File: src/rtl/d16_fetch_if.sv
// Instruction memory port between the fetch stage and a synchronous-read memory.
interface d16_fetch_if;
  logic [15:0] imem_adr;
  logic [31:0] imem_dat;

  modport master (output imem_adr, input imem_dat);
  modport slave  (input imem_adr, output imem_dat);
endinterface

File: src/rtl/d16_fetch.sv
// Fetch stage of the d16 pipeline: drives instruction memory and fills the
// LI/DI register, handling stalls, taken-branch flushes and perf counters.
module d16_fetch #(
  parameter logic [15:0] RESET_PC = 16'h0000
) (
  input  logic               sys_clk,
  input  logic               sys_rst,
  input  logic               en,
  input  logic               jmp,
  input  logic [15:0]        jmp_addr,
  d16_fetch_if.master        imem,
  output logic [7:0]         li_di_op,
  output logic [15:0]        li_di_a,
  output logic [15:0]        li_di_b,
  output logic [15:0]        li_di_c,
  output logic [15:0]        li_di_pc,
  output logic [15:0]        stall_cnt,
  output logic [15:0]        flush_cnt
);

  typedef enum logic [1:0] {BOOT, RUN, STALL, FLUSH} state_t;

  state_t      state;
  state_t      state_nxt;
  logic [15:0] fetch_pc;
  logic        do_flush;
  logic        do_stall;
  logic        do_adv;

  always_ff @(posedge sys_clk) begin
    if (sys_rst) state <= BOOT;
    else         state <= state_nxt;
  end

  always_comb begin
    state_nxt = state;
    if (jmp)                state_nxt = FLUSH;
    else if (state == BOOT) state_nxt = RUN;
    else if (!en)           state_nxt = STALL;
    else                    state_nxt = RUN;
  end

  // A redirect wins everywhere; BOOT ignores en and only inserts a bubble.
  always_comb begin
    do_flush = jmp;
    do_stall = !jmp && (state != BOOT) && !en;
    do_adv   = !jmp && (state != BOOT) && en;
    if (sys_rst)     imem.imem_adr = RESET_PC;
    else if (jmp)    imem.imem_adr = jmp_addr;
    else if (do_adv) imem.imem_adr = fetch_pc + 16'd1;
    else             imem.imem_adr = fetch_pc;
  end

  always_ff @(posedge sys_clk) begin
    if (sys_rst) begin
      fetch_pc  <= RESET_PC;
      li_di_op  <= 8'h00;
      li_di_a   <= 16'h0000;
      li_di_b   <= 16'h0000;
      li_di_c   <= 16'h0000;
      li_di_pc  <= RESET_PC;
      stall_cnt <= 16'h0000;
      flush_cnt <= 16'h0000;
    end else if (do_flush) begin
      fetch_pc <= jmp_addr;
      li_di_op <= 8'h00;
      li_di_a  <= 16'h0000;
      li_di_b  <= 16'h0000;
      li_di_c  <= 16'h0000;
      if (flush_cnt != 16'hFFFF) flush_cnt <= flush_cnt + 16'd1;
    end else if (do_stall) begin
      if (stall_cnt != 16'hFFFF) stall_cnt <= stall_cnt + 16'd1;
    end else if (do_adv) begin
      li_di_op <= imem.imem_dat[31:24];
      li_di_a  <= {8'h00, imem.imem_dat[23:16]};
      li_di_b  <= {8'h00, imem.imem_dat[15:8]};
      li_di_c  <= {8'h00, imem.imem_dat[7:0]};
      li_di_pc <= fetch_pc;
      fetch_pc <= fetch_pc + 16'd1;
    end else begin
      li_di_op <= 8'h00;
      li_di_a  <= 16'h0000;
      li_di_b  <= 16'h0000;
      li_di_c  <= 16'h0000;
    end
  end

endmodule

File: src/flat_wrapper.sv
// flat-port wrapper written by rule: the top's interface ports become plain ports
module d16_fetch_flat 
#(
  parameter logic [15:0] RESET_PC = 16'h0000
)
  (sys_clk, sys_rst, en, jmp, jmp_addr, li_di_op, li_di_a, li_di_b, li_di_c, li_di_pc, stall_cnt, flush_cnt, imem_imem_adr, imem_imem_dat);
  d16_fetch_if imem_i ();
  input  logic sys_clk;
  input  logic sys_rst;
  input  logic en;
  input  logic jmp;
  input  logic [15:0] jmp_addr;
  output logic [7:0] li_di_op;
  output logic [15:0] li_di_a;
  output logic [15:0] li_di_b;
  output logic [15:0] li_di_c;
  output logic [15:0] li_di_pc;
  output logic [15:0] stall_cnt;
  output logic [15:0] flush_cnt;
  output wire logic [$bits(imem_i.imem_adr)-1:0] imem_imem_adr;
  input wire logic [$bits(imem_i.imem_dat)-1:0] imem_imem_dat;
  assign imem_imem_adr = imem_i.imem_adr;
  assign imem_i.imem_dat = imem_imem_dat;
  d16_fetch #(.RESET_PC(RESET_PC)) u_core (.sys_clk(sys_clk), .sys_rst(sys_rst), .en(en), .jmp(jmp), .jmp_addr(jmp_addr), .imem(imem_i), .li_di_op(li_di_op), .li_di_a(li_di_a), .li_di_b(li_di_b), .li_di_c(li_di_c), .li_di_pc(li_di_pc), .stall_cnt(stall_cnt), .flush_cnt(flush_cnt));
endmodule
File: config.mk
export PLATFORM = sky130hd
export DESIGN_NAME = d16_fetch_flat
export DESIGN_NICKNAME = d
export VERILOG_FILES = /design/src/rtl/d16_fetch_if.sv /design/src/rtl/d16_fetch.sv /design/src/flat_wrapper.sv
export SDC_FILE = /design/constraint.sdc
export NUM_CORES = 1
export LEC_CHECK = 0
export ABC_CLOCK_PERIOD_IN_PS = 1800
export CELL_PAD_IN_SITES_DETAIL_PLACEMENT = 1
export CELL_PAD_IN_SITES_GLOBAL_PLACEMENT = 1
export CORE_ASPECT_RATIO = 1.5
export CORE_MARGIN = 4
export CORE_UTILIZATION = 29
export DETAILED_ROUTE_END_ITERATION = 12
export PLACE_DENSITY_LB_ADDON = 0.1
export SYNTH_ARGS = -nofsm -noshare
export SYNTH_HDL_FRONTEND = slang
export SYNTH_SLANG_ARGS = --single-unit
export TNS_END_PERCENT = 10
File: constraint.sdc
create_clock -name sys_clk -period 1.8 [get_ports sys_clk]
set_input_delay 0.18 -clock sys_clk [delete_from_list [all_inputs] [get_ports sys_clk]]
set_output_delay 0.18 -clock sys_clk [all_outputs]
set_load 0.1 [all_outputs]
==> results.txt <==
----------------------------------------------------
[Finish]
  Most common library cell in the layout ignoring fill and taps ... sky130_fd_sc_hd__buf_4
  Most frequent cells in the layout ... sky130_fd_sc_hd__buf_4 (171), sky130_fd_sc_hd__dfxtp_1 (76), sky130_fd_sc_hd__nor2_1 (58), sky130_fd_sc_hd__nand2_1 (54), sky130_fd_sc_hd__clkdlybuf4s50_1 (49)
  Number of diodes ... 0
  Number of fillers in the final layout ... 1849
  Signed area change from the synthesized netlist to the final layout ... 59.6%
  Fraction of the core area covered by cells at the end of the flow ... 0.474
  Final Net Count ... between 800 and 900
  Share of layout cells above drive strength 1 ... 0.378

[Global routing]
  Via count of the first global-routing pass ... 5248
  Global-route wire length before repair ... around 26000 um
  Grt total ovfl ... 0
  Antenna violations before repair ... 1
  Maximum number of pins on one net before global-route repair ... 37
  Total GRT Usage ... 0.175

[Yosys]
  Area share of xor/xnor cells in the synthesized design ... 0.0150
  Proportion of synthesized chip area in sequential cells ... 0.419
  Mux cell area share after synthesis ... 0.0283
  Adder and majority gate portion of the synthesized area ... 0.00802
  Ys Warns ... 0
  Post-synthesis instance area ... about 0.0047 mm^2
  Top_reg_cell synth ... sky130_fd_sc_hd__dfxtp_1
  Largest family of logic cells by synthesized area ... simple AND/OR/NAND/NOR gates
  EDFF count, synth ... 0
  Top cell type by total area after synthesis ... sky130_fd_sc_hd__dfxtp_1
  Fraction of synthesis flops using an asynchronous set or reset pin ... 0
  Number of synthesized register bits ... slightly below 100
  Simple-gate share of the synthesized area ... 0.237
  Average cell area after synthesis ... between 8 and 9 um^2
  Largest cells by area after synthesis ... sky130_fd_sc_hd__dfxtp_1 (42%), sky130_fd_sc_hd__a22oi_1 (5.3%), sky130_fd_sc_hd__nor2_1 (4.7%)
  Yosys top cell area share ... 0.419
  Post-synthesis instance total ... 547
  Compound-gate portion of the synthesized area ... 0.199
  Count of unique library cells instantiated by Yosys ... 50

[Drt]
  Post-detailed-routing wire length ... roughly 16000 um
  First-pass iteration count of the detailed router ... 4
  Number of vias per cell ... about 5
  Routed length per placed instance ... ~17 um
  Initial drt markers ... 120
  Number of design rule violations left after detail routing ... 0
  DRT antenna net count ... 0
  Total via count in the routed design ... about 5000

[STA]
  Setup repair after global routing missed its margin ... true
  Top achievable clock speed ... ~450 MHz
  Number of setup violations in the final report ... 16
  Pins over their slew limit ... 0
  Minimum period implied by the final worst setup slack ... roughly 2200 ps
  Share of the clock period used by the worst path after layout ... 1.23
  Final setup slack of the worst path ... -420 ps
  Final count of hold timing violations ... 0
  Final worst clock skew ... 11.3 ps
  TNS Setup ... -4630 ps

[Floorplanning]
  Die Y ... approximately 160 um
  Area of the placeable core ... about 0.016 mm^2
  Initial core utilization ... 0.297
  Standard-cell rows ... 56
  Top Ports ... 172
  Total Die Area ... 0.0183 mm^2
  Chip width ... ~110 um

[Placed design]
  DPL Wire Length ... between 10000 and 15000 um
  Post-Place Worst Slack ... -354 ps
  Count of port buffers added during placement ... around 150
  Final Wtd Congestion ... 0.770

[Power]
  Fraction of power consumed by the clock network ... 0.345
  Sw Pwr ... roughly 1.9 mW
  Comb power frac ... 0.248
  PwrDens ... ~750 mW/mm^2
  Flop pwr share ... 0.408
  Final Total Pwr ... 5.57 mW
  LEAKAGE ... ~3 nW
  Switching power as a share of total power ... 0.345
  Largest voltage drop on the vdd net ... approximately 430 uV
  Internal cell power ... 3.65 mW

[Setup path]
  Crit path capture type ... output port
  Worst endpoint required time ... 1620 ps
  Critical Path AT ... approximately 2000 ps
  Crit path max fanout ... 4
  Kind of launch point of the worst setup path ... flop
  WS Path Type ... flop to output port

[Clock tree]
  Clock root buffer ... sky130_fd_sc_hd__clkbuf_16
  Worst skew pair latency ... ~340 ps
  CTS sink count ... 98
  Clock tree from TritonCTS ... built
  Number of H-tree levels ... 3
  CTS clock-pin slew for the worst setup and hold paths ... 70 ps
  Bufs on Longest Clock Path ... 2
  Inserted Clock Buffers ... 9

[Run status]
  Outcome ... finished with violations
  Failing checks ... setup timing

[Run]
  Max-cap violations ... 0

[Hold path]
  Classification of the worst-slack hold path ... input port to flop

----------------------------------------------------
registers in the layout, summed over array words and instances (netlist names):
register and count:
u_core.li_di_op 8, u_core.state 2, u_core.li_di_c 8, u_core.li_di_pc 16
u_core.stall_cnt 16, u_core.fetch_pc 16, u_core.li_di_b 8, u_core.flush_cnt 16
u_core.li_di_a 8
synth_stat cells (all sizes together), types with 11 or more instances:
master,instances
a211oi,20
a21oi,43
a22oi,33
buf,37
clkbuf,22
dfxtp,98
nand2,55
nand3,22
nand4,16
nor2,59
o21ai,12
o31ai,11
or3,11
layout make-up:
cell class | instances | area (um^2) | area share
Multi-Input combinational cell | 405 | 2690 | 0.361
Timing Repair Buffer | 244 | 2200 | 0.295
Sequential cell | 98 | 1990 | 0.267
Tap cell | 203 | 254 | 0.0340
Clock buffer | 9 | 225 | 0.0302
Clock inverter | 7 | 67.6 | 0.00905
Inverter | 7 | 33.8 | 0.00452
routing by layer:
| layer | up-vias | share of wire | track usage | routed length [um] |
|---|---|---|---|---|
| met4 | 0 | 0.0089 | 0.0421 | 145 |
| li1 | 2375 | - | - | - |
| met3 | 10 | 0.054 | 0.0430 | 885 |
| met5 | - | 0 | 0 | 0 |
| met2 | 111 | 0.57 | 0.349 | 9200 |
| met1 | 2384 | 0.37 | 0.178 | 6050 |
power groups by stage:
stage	Clock (mW)	Combinational [mW]	Sequential [mW]
floorplan	0	0.762	2.51
global placement	0	1.36	2.32
detailed placement	0	1.38	2.32
CTS	1.99	1.39	2.27
global route	2.09	1.44	2.28
finish	1.92	1.38	2.27
critical path, cell delays in order, from the launching register on:
cell and delay (ps):
sky130_fd_sc_hd__dfxtp_4 390, sky130_fd_sc_hd__and4_4 240, sky130_fd_sc_hd__nand4_1 130, sky130_fd_sc_hd__or4_4 450, sky130_fd_sc_hd__a311oi_4 270, sky130_fd_sc_hd__buf_12 220
per-stage QoR:
step | std cells | instance area, um^2 | hold WS [ps]
floorplan | 570 | 5030 | 343
global placement | 956 | 7050 | 451
detailed placement | 956 | 7050 | 459
CTS | 973 | 7410 | 189
global route | 973 | 7470 | 204
finish | 973 | 7470 | 196
logic make-up (layout without fill, tap and decap cells):
logic type | count (synthesis) | in the layout
xor+xnor | 8 | 8
mux | 12 | 12
simple gates | 217 | 217
flops | 98 | 98
buf+inv | 67 | 267
compound gates | 141 | 141
other cells | 1 | 24
fa+ha+maj | 3 | 3
final timing paths:
path                                           from  slack, ps                  end  cells after the start
worst max register to register  u_core.stall_cnt[0]         70  u_core.stall_cnt[7]                      5
worst min register to register   u_core.li_di_pc[6]        460   u_core.li_di_pc[6]                      2
worst max-delay path             u_core.fetch_pc[0]       -420    imem_imem_adr[13]                      5
worst min-delay path                        sys_rst        200  u_core.stall_cnt[2]                      3
what timing repair did:
item,4_1_cts,5_1_grt
setup buffers,2,0
resized for setup,15,17
setup endpoints to repair,16,29
hold buffers,0,0
pin swaps,18,7
Power figures use the tool's default switching activity.
